===== config.mk =====
export PLATFORM = sky130hd
export DESIGN_NAME = pc_fetch_unit
export DESIGN_NICKNAME = d
export VERILOG_FILES = /design/src/rtl/pc_pkg.sv /design/src/rtl/pc_target_check.sv /design/src/rtl/pc_fetch_unit.sv
export SDC_FILE = /design/constraint.sdc
export NUM_CORES = 1
export LEC_CHECK = 0
export CAP_MARGIN = 20
export CORE_MARGIN = 5
export CORE_UTILIZATION = 45
export DETAILED_ROUTE_END_ITERATION = 16
export PLACE_DENSITY = 0.77
export SYNTH_ARGS = -nofsm -noshare
export SYNTH_HDL_FRONTEND = slang
export SYNTH_HIERARCHICAL = 1
export SYNTH_SLANG_ARGS = --single-unit

===== constraint.sdc =====
create_clock -name CLK -period 2.6 [get_ports CLK]
set_clock_uncertainty 0.15 [all_clocks]
set_input_delay 0.26 -clock CLK [delete_from_list [all_inputs] [get_ports CLK]]
set_output_delay 0.26 -clock CLK [all_outputs]
set_load 0.02 [all_outputs]

===== src/rtl/pc_pkg.sv =====
// Shared types and helpers for the program-counter / fetch-address generator.
//   pcsrc_t       : next-PC source select (sequential, branch/JAL, JALR, trap)
//   fetch_state_t : fetch FSM states (BOOT, RUN, HOLD)
//   INSTR_BYTES   : sequential PC increment
//   misaligned_f  : instruction-alignment test on the low address bits
package pc_pkg;

  typedef enum logic [1:0] {
    PC_SEQ    = 2'b00,
    PC_BRANCH = 2'b01,
    PC_JALR   = 2'b10,
    PC_TRAP   = 2'b11
  } pcsrc_t;

  typedef enum logic [1:0] {
    BOOT = 2'b00,
    RUN  = 2'b01,
    HOLD = 2'b10
  } fetch_state_t;

  localparam int INSTR_BYTES = 4;

  // With 16-bit alignment (compressed instructions) only bit 0 must be clear;
  // with 32-bit alignment both low bits must be clear.
  function automatic logic misaligned_f(input logic [1:0] low_bits, input int ialign);
    logic bad_s;
    if (ialign == 16) begin
      bad_s = low_bits[0];
    end else begin
      bad_s = low_bits[1] | low_bits[0];
    end
    return bad_s;
  endfunction

endpackage


===== src/rtl/pc_target_check.sv =====
// Redirect target conditioning: JALR bit-0 masking followed by the
// instruction-alignment check on the masked value.
//   jalr       in  : raw value is a JALR target, clear bit 0 first
//   raw        in  : unconditioned redirect target
//   target     out : conditioned target
//   misaligned out : conditioned target violates IALIGN
module pc_target_check
  import pc_pkg::*;
#(
  parameter int XLEN   = 32,
  parameter int IALIGN = 32
) (
  input  logic            jalr,
  input  logic [XLEN-1:0] raw,
  output logic [XLEN-1:0] target,
  output logic            misaligned
);

  // Mask then check, so a JALR to an odd address lands on the even byte below it.
  always_comb begin
    target = raw;
    if (jalr) begin
      target[0] = 1'b0;
    end else begin
      target[0] = raw[0];
    end
    misaligned = misaligned_f(target[1:0], IALIGN);
  end

endmodule


===== src/rtl/pc_fetch_unit.sv =====
// Program-counter / fetch-address generator with fetch handshake, stall hold,
// buffered redirect, trap vectoring and target alignment checking.
//   CLK, Reset_n   : clock (rising edge), asynchronous active-low reset
//   Stall          : pipeline hazard stall, blocks PC advance
//   PCSrc          : 00 seq, 01 branch/JAL (PCTarget), 10 JALR (ALUResult), 11 trap
//   PCTarget       : branch/JAL target
//   ALUResult      : JALR target (bit 0 masked)
//   FetchReady     : instruction memory accepts the address this cycle
//   FetchValid     : PC is a valid fetch request
//   PC, PCPlus4    : current fetch address and its sequential successor
//   MisalignFault  : one-cycle pulse after a misaligned target was committed
//   FaultPC        : offending target of the most recent fault
module pc_fetch_unit
  import pc_pkg::*;
#(
  parameter int              XLEN         = 32,
  parameter logic [XLEN-1:0] RESET_VECTOR = XLEN'(32'h0000_0000),
  parameter logic [XLEN-1:0] TRAP_VECTOR  = XLEN'(32'h0000_0100),
  parameter int              IALIGN       = 32
) (
  input  logic            CLK,
  input  logic            Reset_n,
  input  logic            Stall,
  input  logic [1:0]      PCSrc,
  input  logic [XLEN-1:0] PCTarget,
  input  logic [XLEN-1:0] ALUResult,
  input  logic            FetchReady,
  output logic            FetchValid,
  output logic [XLEN-1:0] PC,
  output logic [XLEN-1:0] PCPlus4,
  output logic            MisalignFault,
  output logic [XLEN-1:0] FaultPC
);

  // Elaboration-time parameter sanity.
  if ((IALIGN != 32) && (IALIGN != 16)) begin : g_bad_ialign
    $error("pc_fetch_unit: IALIGN must be 16 or 32");
  end
  if (misaligned_f(TRAP_VECTOR[1:0], IALIGN)) begin : g_bad_trap_vector
    $error("pc_fetch_unit: TRAP_VECTOR is not IALIGN-aligned");
  end

  fetch_state_t    state_r, state_s;
  logic [XLEN-1:0] pc_r, pc_s;
  logic [XLEN-1:0] pending_r, pending_s;
  logic [XLEN-1:0] fault_pc_r, fault_pc_s;
  logic            fetch_valid_r, fetch_valid_s;
  logic            fault_r, fault_s;

  pcsrc_t          pcsrc_s;
  logic            advance_s;
  logic            live_redirect_s;
  logic            take_redirect_s;
  logic            take_seq_s;
  logic [XLEN-1:0] pc_plus4_s;
  logic [XLEN-1:0] commit_raw_s;
  logic            commit_jalr_s;
  logic [XLEN-1:0] commit_target_s;
  logic            commit_misaligned_s;

  assign pcsrc_s         = pcsrc_t'(PCSrc);
  assign advance_s       = fetch_valid_r & FetchReady & ~Stall;
  assign live_redirect_s = (pcsrc_s != PC_SEQ);
  assign pc_plus4_s      = pc_r + XLEN'(INSTR_BYTES);

  // Redirect source: a live redirect always beats the buffered one, so the
  // same conditioned value serves both as capture input and commit target.
  always_comb begin
    commit_raw_s  = pending_r;
    commit_jalr_s = 1'b0;
    case (pcsrc_s)
      PC_BRANCH: commit_raw_s = PCTarget;
      PC_JALR: begin
        commit_raw_s  = ALUResult;
        commit_jalr_s = 1'b1;
      end
      PC_TRAP:   commit_raw_s = TRAP_VECTOR;
      default:   commit_raw_s = pending_r;
    endcase
  end

  pc_target_check #(
    .XLEN   (XLEN),
    .IALIGN (IALIGN)
  ) u_target_check (
    .jalr       (commit_jalr_s),
    .raw        (commit_raw_s),
    .target     (commit_target_s),
    .misaligned (commit_misaligned_s)
  );

  // Fetch FSM next state, redirect buffering and PC-update selection.
  always_comb begin
    state_s         = state_r;
    fetch_valid_s   = fetch_valid_r;
    pending_s       = pending_r;
    take_redirect_s = 1'b0;
    take_seq_s      = 1'b0;
    case (state_r)
      BOOT: begin
        state_s       = RUN;
        fetch_valid_s = 1'b1;
      end
      RUN: begin
        if (advance_s) begin
          if (live_redirect_s) begin
            take_redirect_s = 1'b1;
          end else begin
            take_seq_s = 1'b1;
          end
        end else if (live_redirect_s) begin
          pending_s = commit_target_s;
          state_s   = HOLD;
        end else begin
          state_s = RUN;
        end
      end
      HOLD: begin
        if (advance_s) begin
          take_redirect_s = 1'b1;
          pending_s       = {XLEN{1'b0}};
          state_s         = RUN;
        end else if (live_redirect_s) begin
          pending_s = commit_target_s;
        end else begin
          pending_s = pending_r;
        end
      end
      default: begin
        state_s       = BOOT;
        fetch_valid_s = 1'b0;
        pending_s     = {XLEN{1'b0}};
      end
    endcase
  end

  // PC and fault datapath; a misaligned commit vectors to the trap handler.
  always_comb begin
    pc_s       = pc_r;
    fault_s    = 1'b0;
    fault_pc_s = fault_pc_r;
    if (take_redirect_s) begin
      if (commit_misaligned_s) begin
        pc_s       = TRAP_VECTOR;
        fault_s    = 1'b1;
        fault_pc_s = commit_target_s;
      end else begin
        pc_s = commit_target_s;
      end
    end else if (take_seq_s) begin
      pc_s = pc_plus4_s;
    end else begin
      pc_s = pc_r;
    end
  end

  // State, PC, pending and fault registers.
  always_ff @(posedge CLK or negedge Reset_n) begin
    if (!Reset_n) begin
      state_r       <= BOOT;
      fetch_valid_r <= 1'b0;
      pc_r          <= RESET_VECTOR;
      pending_r     <= {XLEN{1'b0}};
      fault_r       <= 1'b0;
      fault_pc_r    <= {XLEN{1'b0}};
    end else begin
      state_r       <= state_s;
      fetch_valid_r <= fetch_valid_s;
      pc_r          <= pc_s;
      pending_r     <= pending_s;
      fault_r       <= fault_s;
      fault_pc_r    <= fault_pc_s;
    end
  end

  assign FetchValid    = fetch_valid_r;
  assign PC            = pc_r;
  assign PCPlus4       = pc_plus4_s;
  assign MisalignFault = fault_r;
  assign FaultPC       = fault_pc_r;

endmodule

==> results.ini, run 1 <==
[grt]
grt_max_degree = 52
antenna_found_initial = 0
gr-total-overflow = 0
grt_pass1_vias = 5212
grt_first_pass_wirelength_mm = 27.7
grt_usage_pct = 23.7

[timing]
setup_tns_ns = 0
setup_slack_ns = 0.0426
fmax_mhz = 391
rsz0062_at_grt = yes
period_needed_ns = 2.56
setup_viol = 0
max-slew-margin-rel_pct = 53.0
tightest_slew_ns = 0.705
slew_viol_final = 0
timing.final.hold_violations = 0
post-route-period-util_pct = 98.4

[logic_synthesis]
synth_xor_area_share_pct = 5.94
ys.flop_type = dfrtp_1
seq_area_frac_synth_pct = 43.8
synth.area.top_cells = dfrtp_1, mux2_2, a22o_1
synth_nets = 627
synth.most_common_cell = dfrtp_1
synthTopCellsByCount = dfrtp_1, nand2_1, a22o_1
synth_cells = 552
async_flop_share_pct = 100
synth_area_sq_um = 5710
synth_cell_types = 57
synthSimpleGateAreaFrac_pct = 14.8
synthAdderAreaFrac_pct = 1.10
syn_avg_cell_area_sq_um = 10.3
synth_top_area_cell = dfrtp_1
yosysTopAreaCellShare_pct = 43.8
ys_ff_latch = 100
synth-edff-count = 0
yosys_warnings = 6
synth_top_family_by_area = compound AO/OA/AOI/OAI gates
synth-compound-area-share_pct = 15.0
synthMuxAreaShare_pct = 11.9

[finish]
multi_input_area_sq_um = 2830
fin_nets = 804
fillers = 1058
n_antenna_cell = 0
finalCoreUtilization_pct = 64.0
drive_above_1_share_pct = 19.9
seq_area_sq_um = 2500
syn_to_final_growth_pct = 40.3
stdcell_count = 906

[clocking]
clock_latency_ns = 0.34
cts_root_buffer = clkbuf_16
numCtsBuffers = 9
cts.sinks = 100
htree_levels = 3
clkTransAtPathRegs_ns = 0.07
cts.path.max_buffers = 2
cts_tree = yes

[drt]
wl_mm = 17.4
drtIter0Drc = 369
via_per_inst = 5.53
drtAntennaViolNets = 0
post_drt_wl_per_cell_microns = 19.2
num_vias = 5008
drc = 0
first_pass_iters = 5

[power_and_ir_drop]
peakVddDrop_v = 0.000525
p_leak_uw = 0.00385
power_density_nw_per_um2 = 1050

[worst_setup_path]
cp.required_ns = 2.19
rr_worst_depth = 7
cp-start-kind = register
crit_fanout = 4
r2r_end = PC[6]$_DFFE_PN0P_
rrSetupSlack_ns = 0.28
path_class = register to output pin
reg2reg_from = state_r[1]$_DFFE_PN0P_
critPathArrivalTime_ns = 2.15
end_kind = output pin

[status]
status = complete, no violations

[placement]
place.gp.congestion = 0.890
dpl.hpwl_mm = 12.9
pre_cts_ws_ns = 0.0457
placedCellCount = 884
numPortBuffers = 167

[floorplan]
die_y_microns = 123
start_util_pct = 45.6
dieWidth_microns = 123
core_sq_um = 12500
dieArea_sq_um = 15000
boundaryPins = 168
core.rowCount = 41

[min_path]
worstHoldPathCells = 1
min_to = pending_r[24]$_DFFE_PN0P_
min_from = pending_r[24]$_DFFE_PN0P_
worst_hold_path_type = register to register

[run]
cap_violations = 0

[kinds of logic after synthesis]
group / after synthesis
muxes: 64
AOI/OAI and AO/OA: 124
DFF: 100
adders and majority gates: 5
buffers and inverters: 71
xor gates and xnor gates: 37
and+or+nand+nor: 151
[metrics by stage]
| stage | hold WS (ns) | cell area [sq um] | total power, uW |
|---|---|---|---|
| detailed placement | 0.195 | 7680 | 7120 |
| CTS | 0.353 | 7980 | 8390 |
| finish | 0.353 | 8010 | 8380 |
| global placement | 0.186 | 7680 | 7010 |
| floorplan | -0.186 | 5710 | 4880 |
| global route | 0.369 | 8010 | 8830 |
[power breakdown]
| group | leakage (uW) | internal, uW | switching (uW) |
|---|---|---|---|
| clock | 0.000139 | 747 | 595 |
| combinational | 0.00236 | 2140 | 2380 |
| sequential | 0.00135 | 2120 | 399 |
[cell type report]
class / count / area share (%)
clock inverters: 6 / 0.797
flip-flops and latches: 100 / 31.3
well taps: 172 / 2.69
multi-input cells: 381 / 35.3
clock buffers: 10 / 2.86
inverters: 9 / 0.422
repair buffers: 228 / 26.7
[timing repair]
item                                   in CTS  in global routing
pin swaps                                   1                  2
endpoints found under the hold margin      49                  0
hold buffers                                1                  0
setup buffers                               2                  3
cloned                                      0                  0
setup endpoints to repair                  24                 19
gates resized for setup                    29                 31
[worst max-delay path, cell delays in order, from the launching register on]
cell	delay, ns
dfrtp_1	0.41
ha_1	0.19
nand4_1	0.14
buf_4	0.17
nor4_4	0.37
buf_4	0.19
xor2_2	0.16
buf_4	0.17
[registers in the layout, summed over array words and instances, names as in the netlist]
name / flops
FaultPC: 32
PC: 32
pending_r: 32
state_r: 2
FetchValid: 1
MisalignFault: 1
[cell usage in the layout (no fill, tap or decap), types with 12 or more instances in the layout]
master           synthesis  routed
a21oi_1                 22      22
a22o_1                  41      41
buf_4                   34      60
clkdlybuf4s50_1          0     139
dfrtp_1                100      99
mux2_2                  33      33
mux2i_1                 31      31
nand2_1                 66      66
nand3_1                 18      18
nand4_1                 12      12
nor2_1                  15      15
o21ai_0                 34      34
xnor2_1                 20      18
xor2_1                  15      14
[worst max path at each step]
| stage | end | slack (ns) | cells after the start | start |
|---|---|---|---|---|
| 3_5_place_dp | PC[6]$_DFFE_PN0P_ | 0.05 | 10 | PCSrc[0] |
| 6_report | PCPlus4[18] | 0.04 | 7 | PC[2]$_DFFE_PN0P_ |
| 2_1_floorplan | FaultPC[0]$_DFFE_PN0P_ | 0.09 | 9 | PCSrc[1] |
| 5_1_grt | PCPlus4[18] | -0.08 | 7 | PC[2]$_DFFE_PN0P_ |
| 4_1_cts | PCPlus4[30] | -0.04 | 7 | PC[2]$_DFFE_PN0P_ |
| 3_3_place_gp | PCPlus4[30] | 0.08 | 7 | PC[2]$_DFFE_PN0P_ |
[routing by layer]
layer / vias to the layer above / share of wire, % / track usage (%)
met1: 2457 / 43 / 32.2
met4: 0 / 1.5 / 7.70
met3: 21 / 8.1 / 5.39
li1: 2297 / - / -
met2: 233 / 47 / 37.6
met5: - / 0 / 0
No activity file was read; power rests on OpenSTA's default activity.
==> run 2, diff against run 1 <==
--- a/config.mk
+++ b/config.mk
@@ -14,3 +14,4 @@
 export SYNTH_HDL_FRONTEND = slang
 export SYNTH_HIERARCHICAL = 1
 export SYNTH_SLANG_ARGS = --single-unit
+export TNS_END_PERCENT = 50
==> run 2 against run 1 <==
Compared with the run above:
- first-iteration DRC count up 11%
- worst hold slack worse by 0.0045 ns
- total power shrank 0.35%
- critical path depth shrank 1
- register-to-register slack improved by 0.03 ns
- die area is the same
- wire length decreased by 0.24%
- critical endpoint is now PCPlus4[31]
==> results.ini, run 2 (synthesis results as in run 1) <==
[status]
status = complete, no violations

[timing]
fmax_mhz = 399  ; +2.0%
post-route-period-util_pct = 96.4  ; -1.9 points
timing.final.hold_violations = 0  ; unchanged
setup_tns_ns = 0  ; unchanged
setup_viol = 0  ; unchanged
setup_slack_ns = 0.0923  ; +0.0497 ns
slew_viol_final = 0  ; unchanged
tightest_slew_ns = 0.709  ; +0.00402 ns
period_needed_ns = 2.51  ; -0.0497 ns
max-slew-margin-rel_pct = 52.7  ; -0.27 points

[power_and_ir_drop]
internal_power_uw = 4990  ; -0.31%
peakVddDrop_v = 0.000526  ; about the same
p_sw_uw = 3360  ; -0.41%
p_sw_share_pct = 40.2  ; about the same
p_clk_share_pct = 16.0  ; about the same
power_density_nw_per_um2 = 1050  ; -0.12%
p_leak_uw = 0.00386  ; about the same
total_power_uw = 8350  ; -0.35%
seq_power_share_pct = 30.2  ; about the same
combPwrFrac_pct = 53.8  ; about the same

[finish]
final_cell_mix = clkdlybuf4s50_1, dfrtp_1, nand2_1
finalCoreUtilization_pct = 63.8  ; -0.15 points
final_common_cell = clkdlybuf4s50_1
fillers = 1058  ; unchanged
seq_area_sq_um = 2500  ; unchanged
stdcell_count = 906  ; unchanged
fin_nets = 804  ; unchanged
n_antenna_cell = 0  ; unchanged
syn_to_final_growth_pct = 39.9
multi_input_area_sq_um = 2810  ; -0.53%
drive_above_1_share_pct = 19.6  ; -0.27 points

[drt]
drc = 0  ; unchanged
drtIter0Drc = 410  ; +11%
via_per_inst = 5.50  ; -0.42%
post_drt_wl_per_cell_microns = 19.1  ; -0.24%
num_vias = 4987  ; -0.42%
wl_mm = 17.3  ; -0.24%
drtAntennaViolNets = 0  ; unchanged
first_pass_iters = 5  ; unchanged

[grt]
grt_usage_pct = 23.7  ; unchanged
grt_first_pass_wirelength_mm = 27.7  ; unchanged
grt_pass1_vias = 5212  ; unchanged
gr-total-overflow = 0  ; unchanged
grt_max_degree = 52  ; unchanged
antenna_found_initial = 0  ; unchanged

[floorplan]
dieArea_sq_um = 15000  ; unchanged
core_sq_um = 12500  ; unchanged
die_y_microns = 123  ; unchanged
boundaryPins = 168  ; unchanged
dieWidth_microns = 123  ; unchanged
core.rowCount = 41  ; unchanged
start_util_pct = 45.6  ; unchanged

[worst_setup_path]
rrSetupSlack_ns = 0.31  ; +0.03 ns
critPathArrivalTime_ns = 2.10  ; -0.05 ns
r2r_end = PC[27]$_DFFE_PN0P_
path_class = register to output pin
cp.required_ns = 2.19  ; about the same
reg2reg_from = state_r[1]$_DFFE_PN0P_
end_kind = output pin
cp-start-kind = register
crit_fanout = 5  ; +1
rr_worst_depth = 7  ; unchanged

[placement]
placedCellCount = 884  ; unchanged
dpl.hpwl_mm = 12.9  ; unchanged
pre_cts_ws_ns = 0.0457  ; unchanged
place.gp.congestion = 0.890  ; unchanged
numPortBuffers = 167  ; unchanged

[clocking]
cts.sinks = 100  ; unchanged
cts_root_buffer = clkbuf_16
numCtsBuffers = 9  ; unchanged
clkTransAtPathRegs_ns = 0.07  ; about the same
htree_levels = 3  ; unchanged
cts.path.max_buffers = 2  ; unchanged
clock_latency_ns = 0.34  ; about the same
cts_tree = yes

[min_path]
worst_hold_path_type = primary input to asynchronous set/reset pin

[run]
cap_violations = 0  ; unchanged

-- run 2: cell count changes in the layout (fill, tap and decap cells not counted), sizes merged --
cell / previous run / this run
buf: 65 / 63
clkbuf: 15 / 17
dlygate4sd2: 11 / 10
dlymetal6s2s: 2 / 3
-- run 2: final cells by class --
type                            count  share of cell area, %
Clock buffer                       10                   2.87
Clock inverter                      6                  0.799
Inverter                            9                  0.423
Multi-Input combinational cell    381                   35.2
Sequential cell                   100                   31.3
Tap cell                          172                   2.69
Timing Repair Buffer              228                   26.7
-- run 2: worst max-delay path by stage --
stage | startpoint | to | slack (ns)
6_report | PC[10]$_DFFE_PN0P_ | PCPlus4[31] | 0.09
3_3_place_gp | PC[2]$_DFFE_PN0P_ | PCPlus4[30] | 0.08
3_5_place_dp | PCSrc[0] | PC[6]$_DFFE_PN0P_ | 0.05
2_1_floorplan | PCSrc[1] | FaultPC[0]$_DFFE_PN0P_ | 0.09
4_1_cts | PC[10]$_DFFE_PN0P_ | PCPlus4[29] | -0.15
5_1_grt | PC[2]$_DFFE_PN0P_ | PCPlus4[18] | -0.03
-- run 2: repair_timing --
action / 4_1_cts / 5_1_grt
hold buffers: 1 / 0
pin swaps: 1 / 0
resized for setup: 28 / 25
buffers inserted: 2 / 3
endpoints found under the setup margin: 24 / 19
hold endpoints to repair: 49 / 0
-- run 2: through the flow --
stage	hold WS (ns)	area, sq um
global route	0.369	7990
global placement	0.186	7680
floorplan	-0.186	5710
detailed placement	0.195	7680
finish	0.349	7990
CTS	0.353	7980
-- run 2: critical path, cell delays in order (launching register included) --
cell	delay, ns
dfrtp_2	0.42
nand2_1	0.16
nor4_4	0.32
buf_4	0.18
nand4_2	0.15
xnor2_2	0.22
clkdlybuf4s15_2	0.30
-- run 2: power by group through the flow --
| stage | clock, uW | combinational (uW) | sequential (uW) |
|---|---|---|---|
| global placement | 0 | 4510 | 2500 |
| floorplan | 0 | 1740 | 3150 |
| global route | 1430 | 4790 | 2590 |
| detailed placement | 0 | 4590 | 2530 |
| finish | 1340 | 4490 | 2520 |
| CTS | 1370 | 4510 | 2510 |
-- run 2: metal layers --
layer / GRT usage, % / part of all wire, % / up-vias
met2: 37.6 / 47 / 212
met5: 0 / 0 / -
met3: 5.39 / 7.5 / 21
met4: 7.70 / 1.5 / 0
li1: - / - / 2292
met1: 32.2 / 44 / 2462
==> run 3, diff against run 2 <==
--- a/config.mk
+++ b/config.mk
@@ -6,9 +6,10 @@
 export NUM_CORES = 1
 export LEC_CHECK = 0
 export CAP_MARGIN = 20
-export CORE_MARGIN = 5
+export CORE_MARGIN = 8
 export CORE_UTILIZATION = 45
 export DETAILED_ROUTE_END_ITERATION = 16
+export GPL_TIMING_DRIVEN = 0
 export PLACE_DENSITY = 0.77
 export SYNTH_ARGS = -nofsm -noshare
 export SYNTH_HDL_FRONTEND = slang
==> run 3 against run 2 <==
Compared with the run above:
- cell area up 3.7%
- register-to-register slack got worse by 0.17 ns
- utilization rose by 2.4 points
- flip-flop and latch count is the same
- first-iteration DRC count fell by 18%
- worst setup slack got worse by 0.035 ns
- clock power increased by 3%
- non-clock buffer count up 27
- critical path type unchanged
- sequential share of layout area shrank 0.92 points
- critical endpoint is now PCPlus4[16]
- total power up 0.42%
- critical path depth rose by 1
==> results.ini, run 3 (synthesis results as in run 1) <==
[status]
status = complete, no violations

[clocking]
cts.path.max_buffers = 2  ; unchanged
cts_root_buffer = clkbuf_16
htree_levels = 3  ; unchanged
cts_tree = yes
clock_latency_ns = 0.35  ; about the same
cts.sinks = 100  ; unchanged
numCtsBuffers = 9  ; unchanged
clkTransAtPathRegs_ns = 0.07  ; about the same

[finish]
drive_above_1_share_pct = 25.8  ; +6.1 points
fin_area_sq_um = 8290  ; +3.7%
final_common_cell = clkdlybuf4s50_1
fin_nets = 831  ; +3.4%
n_antenna_cell = 0  ; unchanged
stdcell_count = 933  ; +3.0%
final_cell_mix = clkdlybuf4s50_1, dfrtp_1, nand2_1
syn_to_final_growth_pct = 45.2

[timing]
setup_viol = 0  ; unchanged
slew_viol_final = 0  ; unchanged
max-slew-margin-rel_pct = 54.5  ; +1.8 points
post-route-period-util_pct = 97.8  ; +1.3 points
setup_tns_ns = 0  ; unchanged
timing.final.hold_violations = 0  ; unchanged
fmax_mhz = 393  ; -1.4%
tightest_slew_ns = 0.682  ; -0.0269 ns
period_needed_ns = 2.54  ; +0.0348 ns

[placement]
numPortBuffers = 167  ; unchanged
placedCellCount = 892  ; +0.90%
dpl.hpwl_mm = 14.2  ; +10%
place.gp.congestion = 0.934  ; +5.0%
postPlaceCellArea_sq_um = 7620  ; -0.73%

[power_and_ir_drop]
peakVddDrop_v = 0.000475  ; -9.6%
p_clk_share_pct = 16.4  ; +0.4 points
p_leak_uw = 0.00397  ; +3.1%
power_density_nw_per_um2 = 1010  ; -3.2%
seq_power_share_pct = 33.0  ; +2.8 points
p_sw_share_pct = 41.3  ; +1.1 points
p_sw_uw = 3470  ; +3.2%
total_power_uw = 8380  ; +0.42%
combPwrFrac_pct = 50.6  ; -3.2 points
internal_power_uw = 4920  ; -1.4%

[floorplan]
dieWidth_microns = 129  ; +4.9%
boundaryPins = 168  ; unchanged
start_util_pct = 45.6  ; unchanged
die_y_microns = 129  ; +4.9%
core.rowCount = 41  ; unchanged
core_sq_um = 12500  ; unchanged
dieArea_sq_um = 16500  ; +10%

[worst_setup_path]
crit_path_frequent_cell = buf_4
critPathArrivalTime_ns = 2.13  ; +0.03 ns
cp_cell_sequence = ha_2 > nand4_1 > buf_4 > nor2_4 > and4_1 > xor2_2 > buf_4
crit_fanout = 8  ; +3
cpPeakStageDelay_ns = 0.41  ; about the same
path_class = register to output pin
end_kind = output pin
cpMaxStageDelayCell = dfrtp_2
cp.required_ns = 2.19  ; about the same
cp-start-kind = register

[drt]
drc = 0  ; unchanged
post_drt_wl_per_cell_microns = 21.0  ; +10%
drtAntennaViolNets = 0  ; unchanged
drtIter0Drc = 337  ; -18%
first_pass_iters = 5  ; unchanged
via_per_inst = 5.61  ; +1.9%
wl_mm = 19.6  ; +13%
num_vias = 5231  ; +4.9%

[grt]
grt_first_pass_wirelength_mm = 29.5  ; +6.3%
gr-total-overflow = 0  ; unchanged
grt_max_degree = 53  ; +1.9%
antenna_found_initial = 0  ; unchanged
grt_pass1_vias = 5361  ; +2.9%
grt_usage_pct = 23.2  ; -0.45 points

[min_path]
worst_hold_path_type = primary input to asynchronous set/reset pin

[run]
cap_violations = 0  ; unchanged

[run 3: cell count changes in the layout (fill, tap and decap cells not counted), sizes merged]
cell	change
buf	+20
clkinv	-1
dlygate4sd2	-5
inv	+1
clkdlybuf4s15	-2
clkbuf	+13
clkdlybuf4s50	+1
[run 3: layer usage]
metal / vias to the layer above / part of all wire, % / track usage [%]
li1: 2359 / - / -
met1: 2574 / 42 / 28.4
met2: 257 / 47 / 38.5
met3: 41 / 8.4 / 6.16
met4: 0 / 3.0 / 9.12
met5: - / 0 / 0
[run 3: repair_timing]
item,4_1_cts,5_1_grt
gates resized for setup,98,47
pin swaps,3,9
hold endpoints to repair,48,0
buffers inserted,3,20
cloned,0,1
hold buffers,1,0
setup endpoints to repair,90,79
[run 3: power groups by stage]
stage          registers (uW)  logic [uW]  clock network (uW)
4_1_cts                  2740        4160                1400
5_1_grt                  2840        4490                1460
3_3_place_gp             2700        4110                   0
6_report                 2770        4240                1380
2_1_floorplan            3150        1740                   0
3_5_place_dp             2730        4210                   0
[run 3: worst paths after layout]
check | from | endpoint | slack [ns] | depth (start not counted)
worst max register to register | state_r[0]$_DFFE_PN0P_ | pending_r[16]$_DFFE_PN0P_ | 0.14 | 7
worst max-delay path | PC[2]$_DFFE_PN0P_ | PCPlus4[16] | 0.06 | 7
min in group CLK | pending_r[7]$_DFFE_PN0P_ | pending_r[7]$_DFFE_PN0P_ | 0.35 | 1
worst min-delay path | Reset_n | pending_r[16]$_DFFE_PN0P_ | 0.33 | 2
worst min register to register | pending_r[7]$_DFFE_PN0P_ | pending_r[7]$_DFFE_PN0P_ | 0.35 | 1
max in group asynchronous | Reset_n | PC[2]$_DFFE_PN0P_ | 1.25 | 3
[run 3: through the flow]
| step | setup WS, ns | utilization, % | hold slack, ns |
|---|---|---|---|
| 6_report | 0.0575 | 66.2 | 0.335 |
| 5_1_grt | -0.0194 | 66.2 | 0.360 |
| 4_1_cts | -0.191 | 64.3 | 0.348 |
| 3_5_place_dp | -1.30 | 60.9 | 0.179 |
| 3_3_place_gp | -2.70 | 60.7 | 0.328 |
| 2_1_floorplan | 0.0863 | - | -0.186 |
[run 3: area by class of cell]
type | instances | area [sq um]
sequential | 100 | 2520
multi-input combinational | 381 | 2920
fill | 991 | 4230
clock buffer | 10 | 229
tap | 172 | 215
timing repair buffer | 193 | 1840
inverter | 9 | 33.8
buffer | 62 | 460
clock inverter | 6 | 71.3
[run 3: worst max-delay path: cells and delay by family (launching register included)]
kind          cells  cell delay, ns
simple gates      3            0.55
fa+ha+maj         1            0.24
buf+inv           2            0.36
xor+xnor          1            0.22
flops             1            0.41
